--- src/rtl/bcd_arb_pkg.sv ---
// Shared types and widths for the round-robin BCD conversion arbiter.
package bcd_arb_pkg;
  localparam int BIN_W    = 8;
  localparam int BCD_W    = 12;
  localparam int CONV_LAT = 3;

  typedef enum logic [1:0] {IDLE, CONV, RESP} state_t;
endpackage

--- src/rtl/bcd8_core.sv ---
// Three-stage 8-bit binary to 3-digit BCD converter with start/done handshake.
module bcd8_core
  import bcd_arb_pkg::*;
(
  input  logic             clk,
  input  logic             rst,
  input  logic             start,
  input  logic [BIN_W-1:0] operand,
  output logic             done,
  output logic [BCD_W-1:0] result
);
  logic             vld_p0, vld_p1, vld_p2;
  logic [1:0]       hund_p0, hund_p1;
  logic [6:0]       rem_p0;
  logic [3:0]       tens_p1;
  logic [5:0]       ones_p1;
  logic [BCD_W-1:0] res_p2;

  logic       take;
  logic [1:0] hund_c;
  logic [6:0] rem_c;
  logic [5:0] ones_c;
  logic [2:0] q_c;
  logic [3:0] tens_c, ones_fix_c;

  assign take = start && !(vld_p0 || vld_p1 || vld_p2);

  always_comb begin
    hund_c = 2'd0;
    rem_c  = operand[6:0];
    if (operand >= 8'd200) begin
      hund_c = 2'd2;
      rem_c  = 7'(operand - 8'd200);
    end else if (operand >= 8'd100) begin
      hund_c = 2'd1;
      rem_c  = 7'(operand - 8'd100);
    end
    // Each binary 16 in the remainder is one ten plus six ones.
    ones_c = 6'({rem_p0[6:4], 2'b00}) + 6'({rem_p0[6:4], 1'b0}) + 6'(rem_p0[3:0]);
    if (ones_p1 >= 6'd40)      q_c = 3'd4;
    else if (ones_p1 >= 6'd30) q_c = 3'd3;
    else if (ones_p1 >= 6'd20) q_c = 3'd2;
    else if (ones_p1 >= 6'd10) q_c = 3'd1;
    else                       q_c = 3'd0;
    tens_c     = tens_p1 + 4'(q_c);
    ones_fix_c = 4'(ones_p1 - 6'(q_c) * 6'd10);
  end

  always_ff @(posedge clk) begin
    if (rst) begin
      vld_p0  <= 1'b0;
      vld_p1  <= 1'b0;
      vld_p2  <= 1'b0;
      hund_p0 <= '0;
      rem_p0  <= '0;
      hund_p1 <= '0;
      tens_p1 <= '0;
      ones_p1 <= '0;
      res_p2  <= '0;
    end else begin
      // p0: hundreds extracted, remainder below 100
      vld_p0 <= take;
      if (take) begin
        hund_p0 <= hund_c;
        rem_p0  <= rem_c;
      end
      // p1: tens preload from high nibble, ones accumulated
      vld_p1  <= vld_p0;
      hund_p1 <= hund_p0;
      tens_p1 <= {1'b0, rem_p0[6:4]};
      ones_p1 <= ones_c;
      // p2: ones carried into tens
      vld_p2 <= vld_p1;
      if (vld_p1) res_p2 <= {2'b00, hund_p1, tens_c, ones_fix_c};
    end
  end

  assign done   = vld_p2;
  assign result = res_p2;
endmodule

--- src/rtl/bcd_conv_arbiter.sv ---
// Round-robin arbiter sharing one bcd8_core between NREQ requesters.
// Optional repeat-operand bypass enabled by defining BCD_LAST_HIT_EN.
module bcd_conv_arbiter
  import bcd_arb_pkg::*;
#(
  parameter int NREQ = 4,
  parameter int ID_W = 2
) (
  input  logic                  clk,
  input  logic                  rst,
  input  logic [NREQ-1:0]       req_valid,
  input  logic [NREQ*BIN_W-1:0] req_data,
  output logic [NREQ-1:0]       req_ready,
  output logic                  resp_valid,
  output logic [BCD_W-1:0]      resp_data,
  output logic [ID_W-1:0]       resp_id,
  input  logic                  resp_ready,
  output logic                  busy,
  output logic [15:0]           conv_count
);
  state_t           state;
  logic [ID_W-1:0]  rr_ptr, gnt_idx, nxt_ptr, id_lat;
  logic [BIN_W-1:0] gnt_op, op_lat;
  logic             gnt_found, grant, hit, core_start, core_done;
  logic [BCD_W-1:0] core_result;

  always_comb begin
    gnt_found = 1'b0;
    gnt_idx   = '0;
    gnt_op    = '0;
    for (int k = 0; k < NREQ; k++) begin
      for (int j = 0; j < NREQ; j++) begin
        if (!gnt_found && req_valid[j] && ((int'(rr_ptr) + k) % NREQ) == j) begin
          gnt_found = 1'b1;
          gnt_idx   = ID_W'(j);
        end
      end
    end
    for (int j = 0; j < NREQ; j++) begin
      if (gnt_idx == ID_W'(j)) gnt_op = req_data[j*BIN_W +: BIN_W];
    end
    nxt_ptr = (int'(gnt_idx) >= NREQ - 1) ? '0 : gnt_idx + 1'b1;
  end

  assign grant = !rst && (state == IDLE) && gnt_found;

  always_comb begin
    for (int j = 0; j < NREQ; j++) req_ready[j] = grant && (gnt_idx == ID_W'(j));
  end

`ifdef BCD_LAST_HIT_EN
  logic [BIN_W-1:0] last_operand;
  logic [BCD_W-1:0] last_result;
  logic             last_valid;

  assign hit = last_valid && (gnt_op == last_operand);

  always_ff @(posedge clk) begin
    if (rst) begin
      last_valid <= 1'b0;
    end else if (core_done) begin
      last_valid   <= 1'b1;
      last_operand <= op_lat;
      last_result  <= core_result;
    end
  end
`else
  assign hit = 1'b0;
`endif

  assign core_start = grant && !hit;
  assign busy       = (state != IDLE);

  bcd8_core u_core (
    .clk     (clk),
    .rst     (rst),
    .start   (core_start),
    .operand (gnt_op),
    .done    (core_done),
    .result  (core_result)
  );

  always_ff @(posedge clk) begin
    if (rst) begin
      state      <= IDLE;
      rr_ptr     <= '0;
      resp_valid <= 1'b0;
      resp_data  <= '0;
      resp_id    <= '0;
      conv_count <= '0;
    end else begin
      case (state)
        IDLE: begin
          if (grant) begin
            id_lat <= gnt_idx;
            op_lat <= gnt_op;
            rr_ptr <= nxt_ptr;
            if (hit) begin
`ifdef BCD_LAST_HIT_EN
              resp_data  <= last_result;
`endif
              resp_id    <= gnt_idx;
              resp_valid <= 1'b1;
              state      <= RESP;
            end else begin
              conv_count <= conv_count + 16'd1;
              state      <= CONV;
            end
          end
        end
        CONV: begin
          if (core_done) begin
            resp_data  <= core_result;
            resp_id    <= id_lat;
            resp_valid <= 1'b1;
            state      <= RESP;
          end
        end
        RESP: begin
          if (resp_ready) begin
            resp_valid <= 1'b0;
            state      <= IDLE;
          end
        end
        default: state <= IDLE;
      endcase
    end
  end
endmodule

--- config.mk ---
export PLATFORM = sky130hd
export DESIGN_NAME = bcd_conv_arbiter
export DESIGN_NICKNAME = d
export VERILOG_FILES = /design/src/rtl/bcd_arb_pkg.sv /design/src/rtl/bcd8_core.sv /design/src/rtl/bcd_conv_arbiter.sv
export SDC_FILE = /design/constraint.sdc
export NUM_CORES = 1
export LEC_CHECK = 0
export BUFFER_PORTS_ARGS = -buffer_cell sky130_fd_sc_hd__buf_2
export CORE_UTILIZATION = 56
export CTS_CLUSTER_DIAMETER = 50
export DETAILED_ROUTE_END_ITERATION = 8
export HOLD_SLACK_MARGIN = 0.03
export PLACE_DENSITY_LB_ADDON = 0.2
export REMOVE_ABC_BUFFERS = 1
export SLEW_MARGIN = 10
export SYNTH_ARGS = -nofsm -noshare
export SYNTH_HDL_FRONTEND = slang
export SYNTH_SLANG_ARGS = --single-unit
--- constraint.sdc ---
create_clock -name clk -period 6.25 [get_ports clk]
set_input_delay 1.25 -clock clk [delete_from_list [all_inputs] [get_ports clk]]
set_output_delay 1.25 -clock clk [all_outputs]
set_load 0.005 [all_outputs]
# Word-level counts from Yosys, hierarchy flattened
# Cells that the tools add are included.
# totals
output_inout_bits	36
ff_bits	69
word_cells	184
n_memories	0
rom_bits	0
input_bits	39
ramBits	0
latchBits	0
# op_classes
magnitude_cmp	7
n_addsub	11
n_mux	51
div_mod_pow	0
eq_ne	20
mul	1
n_bitwise	4
shifts	0
n_reduce_logical	73
# ops
op	n
$logic_not A32 Y1	4
$logic_and A1 B1 Y1	38
$mux W2	19
$mux W8	4
$mux W1	21
$eq A3 B3 Y1 const B	6
$logic_not A1 Y1	17
$add A16 B1 Y16 const B	1
$mux W7	2
$sub A7 B7 Y7 const B	2
$ge A6 B5 Y1 const B	2
$eq A2 B2 Y1 const B	5
$eq A3 B2 Y1 const B	3
$mux W3	3
$reduce_and A3 Y1	3
$ge A8 B7 Y1 const B	1
$ge A8 B8 Y1 const B	1
$add A5 B4 Y6	1
$add A6 B4 Y6	1
$eq A2 B1 Y1 const B	3
$ge A6 B4 Y1 const B	1
$ge A6 B6 Y1 const B	1
$pmux W2 S3	1
$reduce_or A2 Y1	3
15 further kinds	24

# Logic depth before layout (Yosys ltp)
# Gate-level depths: netlist (run 1).
# logic_depth
ltp_word	71
mapped_depth	17

# Modules after synthesis
# From an unflattened synthesis (run 1), not the netlist that was laid out.
# hier_totals
hier_cells	410
area_unflattened_um2	3574.7
# by_module_without_submodules
mod	cells_each	seq_area_each_um2	area_per_inst_um2	instances
bcd_conv_arbiter	235	760.7	1873.0	1
bcd8_core	175	660.6	1701.6	1

# Worst setup path before layout (run 1)
# No wires, ideal clock.
# synth_timing
path_type	input to register
start	input port req_valid[0]
end	register u_core.rem_p0[5]
slack_ns	2.203
setup_time_ns	0.120
stages	15
path_buffers	1
arrival_ns	3.928
path_cell_list	nor2b_1 -> a21oi_1 -> o22ai_1 -> a21oi_1 -> ha_1 -> buf_2 -> a221oi_1 -> o31ai_1 -> inv_1 -> ha_1 -> o21ai_1 -> o211ai_1 -> a21oi_2 -> a221oi_2 -> a211o_1
# synth_between
elab_chain_cells	70
# synth_lines
item	line	text
start: declaration	bcd_conv_arbiter.sv:11	input logic [NREQ-1:0] req_valid,
$logic_and A1 B1 Y1	bcd_conv_arbiter.sv:33	if (!gnt_found && req_valid[j] && ((int'(rr_ptr) + k) % NREQ) == j) begin
$mux W1	bcd_conv_arbiter.sv:33	
$logic_not A1 Y1	bcd_conv_arbiter.sv:33	
$logic_and A1 B1 Y1 (2 in series)	bcd_conv_arbiter.sv:33	
$mux W1	bcd_conv_arbiter.sv:33	
$logic_not A1 Y1	bcd_conv_arbiter.sv:33	
$logic_and A1 B1 Y1 (2 in series)	bcd_conv_arbiter.sv:33	
$mux W1	bcd_conv_arbiter.sv:33	
[51 not listed]	--	
$mux W2 (*)	bcd_conv_arbiter.sv:33	
via gnt_idx[0]	bcd_conv_arbiter.sv:22	logic [ID_W-1:0] rr_ptr, gnt_idx, nxt_ptr, id_lat;
$logic_not A2 Y1	bcd_conv_arbiter.sv:40	if (gnt_idx == ID_W'(j)) gnt_op = req_data[j*BIN_W +: BIN_W];
$mux W8 (3 in series)	bcd_conv_arbiter.sv:40	
$mux W8 (*)	bcd_conv_arbiter.sv:40	
$sub A7 B7 Y7 or $ge A8 B7 Y1 (tied branches)	bcd8_core.sv:36, bcd8_core.sv:34	
$mux W7	bcd8_core.sv:34	end else if (operand >= 8'd100) begin
$mux W7 (*)	bcd8_core.sv:31	if (operand >= 8'd200) begin
end signal: assignment	bcd8_core.sv:65	rem_p0 <= rem_c;
end: declaration	bcd8_core.sv:14	logic [6:0] rem_p0;
# The timed path passes the listed nets; every way through them passes the cells marked *.
# A chain may end at the register's enable or synchronous reset.

# Worst setup path after layout (run 1)
# Ends and elaborated chain as after synthesis.

==> results of run 1 <==
## synthesized netlist by cell type, types with 4 or more instances
master	n	area [µm²]
sky130_fd_sc_hd__and2_1	5	31.28
sky130_fd_sc_hd__clkbuf_1	10	37.54
sky130_fd_sc_hd__ha_1	18	225.2
sky130_fd_sc_hd__xor2_1	10	87.58
sky130_fd_sc_hd__xnor2_1	5	43.79
sky130_fd_sc_hd__a21oi_1	37	185.2
sky130_fd_sc_hd__o21ai_0	9	45.04
sky130_fd_sc_hd__a211oi_1	7	52.55
sky130_fd_sc_hd__nor2b_1	16	100.1
sky130_fd_sc_hd__fa_1	5	100.1
sky130_fd_sc_hd__o211ai_1	4	30.03
sky130_fd_sc_hd__dfxtp_1	66	1321
sky130_fd_sc_hd__or3_1	5	31.28
sky130_fd_sc_hd__mux2i_1	6	60.06
sky130_fd_sc_hd__nand2_1	64	240.2
sky130_fd_sc_hd__a21o_1	4	30.03
sky130_fd_sc_hd__o22ai_1	6	37.54
sky130_fd_sc_hd__inv_1	19	71.32
sky130_fd_sc_hd__nand3_1	8	40.04
sky130_fd_sc_hd__nor3_1	4	20.02
sky130_fd_sc_hd__nor2_1	45	168.9
sky130_fd_sc_hd__nand2b_1	4	25.02
## registers in the layout (all words and copies together), names as in the netlist
| register | flops |
|---|---|
| u_core.result | 10 |
| u_core.ones_p1 | 6 |
| u_core.done | 1 |
| u_core.hund_p0 | 2 |
| u_core.rem_p0 | 7 |
| u_core.vld_p1 | 1 |
| resp_valid | 1 |
| resp_id | 2 |
| id_lat | 2 |
| rr_ptr | 2 |
| u_core.tens_p1 | 3 |
| resp_data | 10 |
| state | 2 |
| u_core.vld_p0 | 1 |
| conv_count | 16 |
| u_core.hund_p1 | 2 |
## cells by family (layout without fill, tap and decap cells)
| group | after synthesis | count (layout) |
|---|---|---|
| xor+xnor | 15 | 15 |
| flops | 68 | 68 |
| simple gates | 166 | 166 |
| fa+ha+maj | 24 | 24 |
| compound gates | 93 | 93 |
| other cells | 1 | 2 |
| buf+inv | 37 | 108 |
| mux | 6 | 6 |
## metrics by stage
| step | setup slack [ns] | hold WS [ns] | utilization | cells | cell area [µm²] |
|---|---|---|---|---|---|
| after global routing | 1.554 | 0.4695 | 0.6800 | 557 | 4050 |
| after global placement | 1.696 | 0.4401 | 0.6481 | 542 | 3860 |
| final | 1.899 | 0.4506 | 0.6800 | 557 | 4050 |
| after detailed placement | 1.559 | 0.4433 | 0.6481 | 542 | 3860 |
| after CTS | 1.900 | 0.4526 | 0.6800 | 557 | 4050 |
| after floorplan | 2.198 | 0.4251 | - | 393 | 3391 |
## area by class of cell
| class | instances | area (µm²) |
|---|---|---|
| Sequential cell | 68 | 1381 |
| Tap cell | 75 | 93.84 |
| Timing Repair Buffer | 74 | 375.4 |
| Inverter | 19 | 71.32 |
| Clock buffer | 10 | 137.6 |
| Multi-Input combinational cell | 306 | 1938 |
| Clock inverter | 5 | 52.55 |
| Fill cell | 511 | 1906 |
## worst paths after layout
path / endpoint / slack [ns] / cells past startpoint
worst max-delay path: u_core.rem_p0[5] / 1.90 / 15
worst min-delay path: resp_data[5] / 0.45 / 2
worst max register to register: u_core.rem_p0[5] / 2.60 / 14
worst min register to register: resp_data[5] / 0.45 / 2
## critical path: cells and delay by family
kind / cells / cell delay (ns)
fa+ha+maj: 2 / 0.80
simple gates: 1 / 0.14
buf+inv: 2 / 0.29
compound gates: 10 / 2.09
## report_power, final
group | internal [mW] | total (mW) | switching, mW
sequential | 0.469 | 0.497 | 0.0278
combinational | 0.138 | 0.334 | 0.196
clock | 0.191 | 0.347 | 0.157
## layer usage
metal / GRT usage / vias to the layer above
li1: - / 1533
met1: 0.2742 / 1335
met2: 0.3898 / 71
met3: 0.05341 / 9
met4: 0.06964 / 0
met5: 0 / -
==> flow_summary.toml, run 1 <==
[sta]
worst-slew-pin-transition_ns = 0.7439
finClkSkew_ns = 0.008705
clock.fmax_ghz = 0.2299
totalNegativeSetupSlack_ns = 0
final_min_period_over_clock_period = 0.6961
setup-violations-final = 0
finalWorstPathRequiredPeriod_ns = 4.351
report.final.hold_viol_count = 0
slew_headroom = 0.5022
grt_setup_unrepaired = "no"
timing_max_transition_violations_final = 0

[worst_setup_path]
critical_path_arrival_ns = 4.57
critPathLaunch = "req_valid[0]"
rr_startpoint = "rr_ptr[0]"
critPathSlowestCell = "sky130_fd_sc_hd__ha_1"
critPathMaxFanout = 17
cp.required_ns = 6.47
cp-start-kind = "input port"
crit_type = "input port to flip-flop"
endpoint_kind = "flip-flop"
cp_slowest_stage_delay_ns = 0.56
cp_cell_sequence = "buf_2 > nor2b_1 > a21oi_1 > o22ai_1 > a21oi_1 > ha_1 > a221oi_1 > o31ai_1 > inv_1 > ha_1 > o21ai_1 > o211ai_1 > a21oi_2 > a221oi_2 > a211o_1"

[yosys]
yosysWarnings = 0
synthXorXnorAreaFrac = 0.03791
syn_inst = 410
synth-edff-count = 2
postSynth.asyncResetShare = 0
syn-cell-area_um2 = 3466
synthesis.area_per_instance_um2 = 8.453
number_of_library_cell_types_mapped_by_synthesis = 57
synth_mux_area_frac = 0.01733
ys.flop_type = "sky130_fd_sc_hd__dfxtp_1"
synth_top_family_by_area = "simple AND/OR/NAND/NOR gates"
yosys_register_bits = 68
synth.yosys.seq_area_share = 0.3986
synth_simple_gate_area_share = 0.2195
synth_compound_gate_area_share = 0.1856
post_synth_fa_ha_maj_area_fraction = 0.09675

[placement]
port-buffer-count = 72
dpl.hpwl_mm = 5.306
routabilityCongestion = 0.8778

[floorplanning]
initial_util = 0.5819
floorplan.core_area_um2 = 5956
floorplan.die_area_um2 = 6508
num_rows = 28
die_h_um = 80.67
die_x_um = 80.67
floorplan.io_pins = 75

[cells_and_area]
n_antenna_cell = 0
most_common_cell_after_layout_fill_and_taps_aside = "sky130_fd_sc_hd__buf_2"
area.growth.synth_to_final_pct = 16.86
mostFrequentLayoutCells = "72 x sky130_fd_sc_hd__buf_2, 66 x sky130_fd_sc_hd__dfxtp_1, 64 x sky130_fd_sc_hd__nand2_1"
layout.nets = 540
final_layout_size_suffix_gt1_frac = 0.2095

[clock_network]
postCtsHoldBufs = 0
postCtsResizedCells = 0
cts_tree = "built"
clk_pin_slew_worst_paths_ns = 0.07
h_tree_depth_reported_by_cts = 3
clk_latency_ns = 0.34
cts_buffers = 9
cts.sink_count = 68
clock_tree.buffer_depth = 2
clock-root-buffer = "sky130_fd_sc_hd__clkbuf_8"
postCtsSetupRepairBufs = 0

[detailed_routing]
dr_wl_met2_mm = 3.332
postRouteWirelength_mm = 6.952
drt-met1-wl_mm = 3.253
avgRoutedWirePerCell_um = 12.48
top_signal_layer_used = "met4"
detailedRoute.firstIterationViolations = 107
route.detailed.drc = 0
detailroute.via_count = 2948
vias_per_cell = 5.293
drtAntennaViolNets = 0
drt_pre_antenna_iters = 4
dr_wl_met3_um = 289

[min_path]
worst_min_path_class = "flip-flop to flip-flop"
holdCritStartpoint = "resp_data[5]"

[flow_run]
cap_viol_max_count = 0

[power]
report.power.total_mw = 1.178
powerDensity_nw_per_um2 = 290.9
vdd_ir_drop_max_mv = 0.1682
total_leakage_power_nw = 1.753

[global_route]
grt_pass1_wl_mm = 11.47
grt_max_degree = 30
grtUsageTotal = 0.2256
globalRoute.totalOverflow = 0
grt_antenna_before_repair = 0
grt_pass1_vias = 2660

[status]
run_status = "finished clean"
Note: power is estimated with default switching activity, not from simulation.
==> run 2: changes to the inputs <==
CORE_UTILIZATION = 49   (was 56)
clock period = 3.97 ns   (was 6.25 ns; I/O delays follow)
==> flow_summary.toml, run 2 (synthesized netlist as in run 1, its figures left out) <==
[global_route]
grtUsageTotal = 0.1971
grt_pass1_wl_mm = 11.77
grt_antenna_before_repair = 0
globalRoute.totalOverflow = 0
grt_pass1_vias = 2684
grt_max_degree = 49

[placement]
port-buffer-count = 72
routabilityCongestion = 0.8293
pre_cts_ws_ns = -0.08980
dpl.hpwl_mm = 5.310
dp.cells = 570

[detailed_routing]
drt_pre_antenna_iters = 5
avgRoutedWirePerCell_um = 11.94
route.detailed.drc = 0
detailedRoute.firstIterationViolations = 69
drtAntennaViolNets = 0
detailroute.via_count = 2971
vias_per_cell = 5.070
postRouteWirelength_mm = 6.995

[power]
total_leakage_power_nw = 1.798
clockPowerShare = 0.298
cell_internal_pwr_mw = 1.294
swShare = 0.3134
vdd_ir_drop_max_mv = 0.2100
power.switching_mw = 0.5907
power_frac_seq = 0.416
powerDensity_nw_per_um2 = 454.8
proportion_of_power_drawn_by_combinational_gates = 0.286
report.power.total_mw = 1.885

[sta]
finalHoldWorstSlack_ns = 0.4515
worst-slew-pin-transition_ns = 0.7440
finalWorstPathRequiredPeriod_ns = 3.591
slew_headroom = 0.5021
setup_ws_final_ns = 0.3790
setup-violations-final = 0
final_min_period_over_clock_period = 0.9045
clock.fmax_ghz = 0.2785
report.final.hold_viol_count = 0
timing_max_transition_violations_final = 0
finClkSkew_ns = 0.008992
grt_setup_unrepaired = "no"

[worst_setup_path]
cp_cell_sequence = "buf_2 > nor2b_1 > a21oi_1 > o22ai_1 > a21oi_2 > inv_1 > ha_1 > nor2b_1 > o31ai_1 > inv_1 > ha_1 > o21ai_1 > o211ai_1 > a21oi_2 > a221oi_2 > a211o_1"
critPathMaxFanout = 8
worstRegToRegCells = 15
reg2reg_to = "u_core.rem_p0[5]"
crit_type = "input port to flip-flop"
cp_slowest_stage_delay_ns = 0.39
cp-start-kind = "input port"
r2r_setup_slk_ns = 0.64
critPathSlowestCell = "sky130_fd_sc_hd__o31ai_1"
rr_startpoint = "rr_ptr[0]"
cp.required_ns = 4.19
critical_path_arrival_ns = 3.81
endpoint_kind = "flip-flop"

[cells_and_area]
area.growth.synth_to_final_pct = 19.57
register_area_um2 = 1381
layout.nets = 547
finalNonFillerCells = 586
most_common_cell_after_layout_fill_and_taps_aside = "sky130_fd_sc_hd__buf_2"
n_antenna_cell = 0
final_layout_size_suffix_gt1_frac = 0.2245
fin_util = 0.6066
registers.top_by_ff_count = "conv_count"
combined_area_of_the_multi_input_logic_cells_um2 = 1942
fillerInstances = 632
largest_register_ffs = 16
mostFrequentLayoutCells = "72 x sky130_fd_sc_hd__buf_2, 66 x sky130_fd_sc_hd__dfxtp_1, 64 x sky130_fd_sc_hd__nand2_1"

[floorplanning]
floorplan.core_area_um2 = 6832
num_rows = 30
die_h_um = 86.10
floorplan.io_pins = 75
initial_util = 0.5073
floorplan.die_area_um2 = 7413
die_x_um = 86.10

[clock_network]
clk_latency_ns = 0.33
cts.sink_count = 68
postCtsHoldBufs = 0
h_tree_depth_reported_by_cts = 3
clk_pin_slew_worst_paths_ns = 0.07
cts_tree = "built"
clock_tree.buffer_depth = 2
cts_buffers = 9
clock-root-buffer = "sky130_fd_sc_hd__clkbuf_8"

[status]
run_status = "finished clean"

[min_path]
holdCritStartpoint = "u_core.result[1]"
hold-path-endpoint = "resp_data[1]"
worstHoldPathCells = 2
worst_min_path_class = "flip-flop to flip-flop"

[flow_run]
cap_viol_max_count = 0
-- run 2: cell types whose count changed in the layout (fill, tap and decap cells not counted), sizes merged --
cell,change
clkbuf,+1
buf,+7
clkinvlp,-1
clkinv,+1
-- run 2: critical path: cells and delay by family --
| family | cells | cell delay (ns) |
|---|---|---|
| buf+inv | 3 | 0.36 |
| simple gates | 2 | 0.30 |
| compound gates | 9 | 1.80 |
| fa+ha+maj | 2 | 0.53 |
-- run 2: power by group through the flow --
stage | Clock, mW | Sequential (mW) | Combinational [mW]
global placement | 0 | 0.797 | 0.531
global route | 0.607 | 0.790 | 0.616
finish | 0.562 | 0.783 | 0.539
CTS | 0.572 | 0.783 | 0.542
floorplan | 0 | 0.787 | 0.394
detailed placement | 0 | 0.798 | 0.538
-- run 2: what timing repair did --
action | CTS | global route
resized for setup | 0 | 1
setup buffers | 0 | 0
endpoints found under the setup margin | 0 | 1
-- run 2: worst max path at each step --
stage	from	depth (start not counted)	to	slack, ns
floorplan	req_valid[0]	14	u_core.rem_p0[5]	0.37
global placement	req_valid[0]	16	u_core.rem_p0[5]	0.13
detailed placement	req_valid[0]	16	u_core.rem_p0[5]	-0.09
CTS	req_valid[0]	16	u_core.rem_p0[5]	0.26
global route	req_valid[0]	16	u_core.rem_p0[5]	0.1
finish	req_valid[0]	16	u_core.rem_p0[5]	0.38
-- run 2: routing by layer --
metal	vias up	track usage	share of wire
li1	1557	-	-
met1	1329	0.2499	0.47
met2	76	0.3254	0.47
met3	9	0.04139	0.040
met4	0	0.08182	0.014
met5	-	0	0
-- run 2: cell type report --
class	count	area share
clock buffer	11	0.03653
clock inverter	5	0.01208
inverter	19	0.01721
multi-input combinational	306	0.4686
sequential	68	0.3333
tap	96	0.02899
timing repair buffer	81	0.1033
-- run 2: metrics by stage --
stage / TNS (ns) / area [µm²]
final: 0 / 4144
after global placement: 0 / 3939
after detailed placement: -0.08980 / 3939
after global routing: 0 / 4144
after floorplan: 0 / 3391
after CTS: 0 / 4140
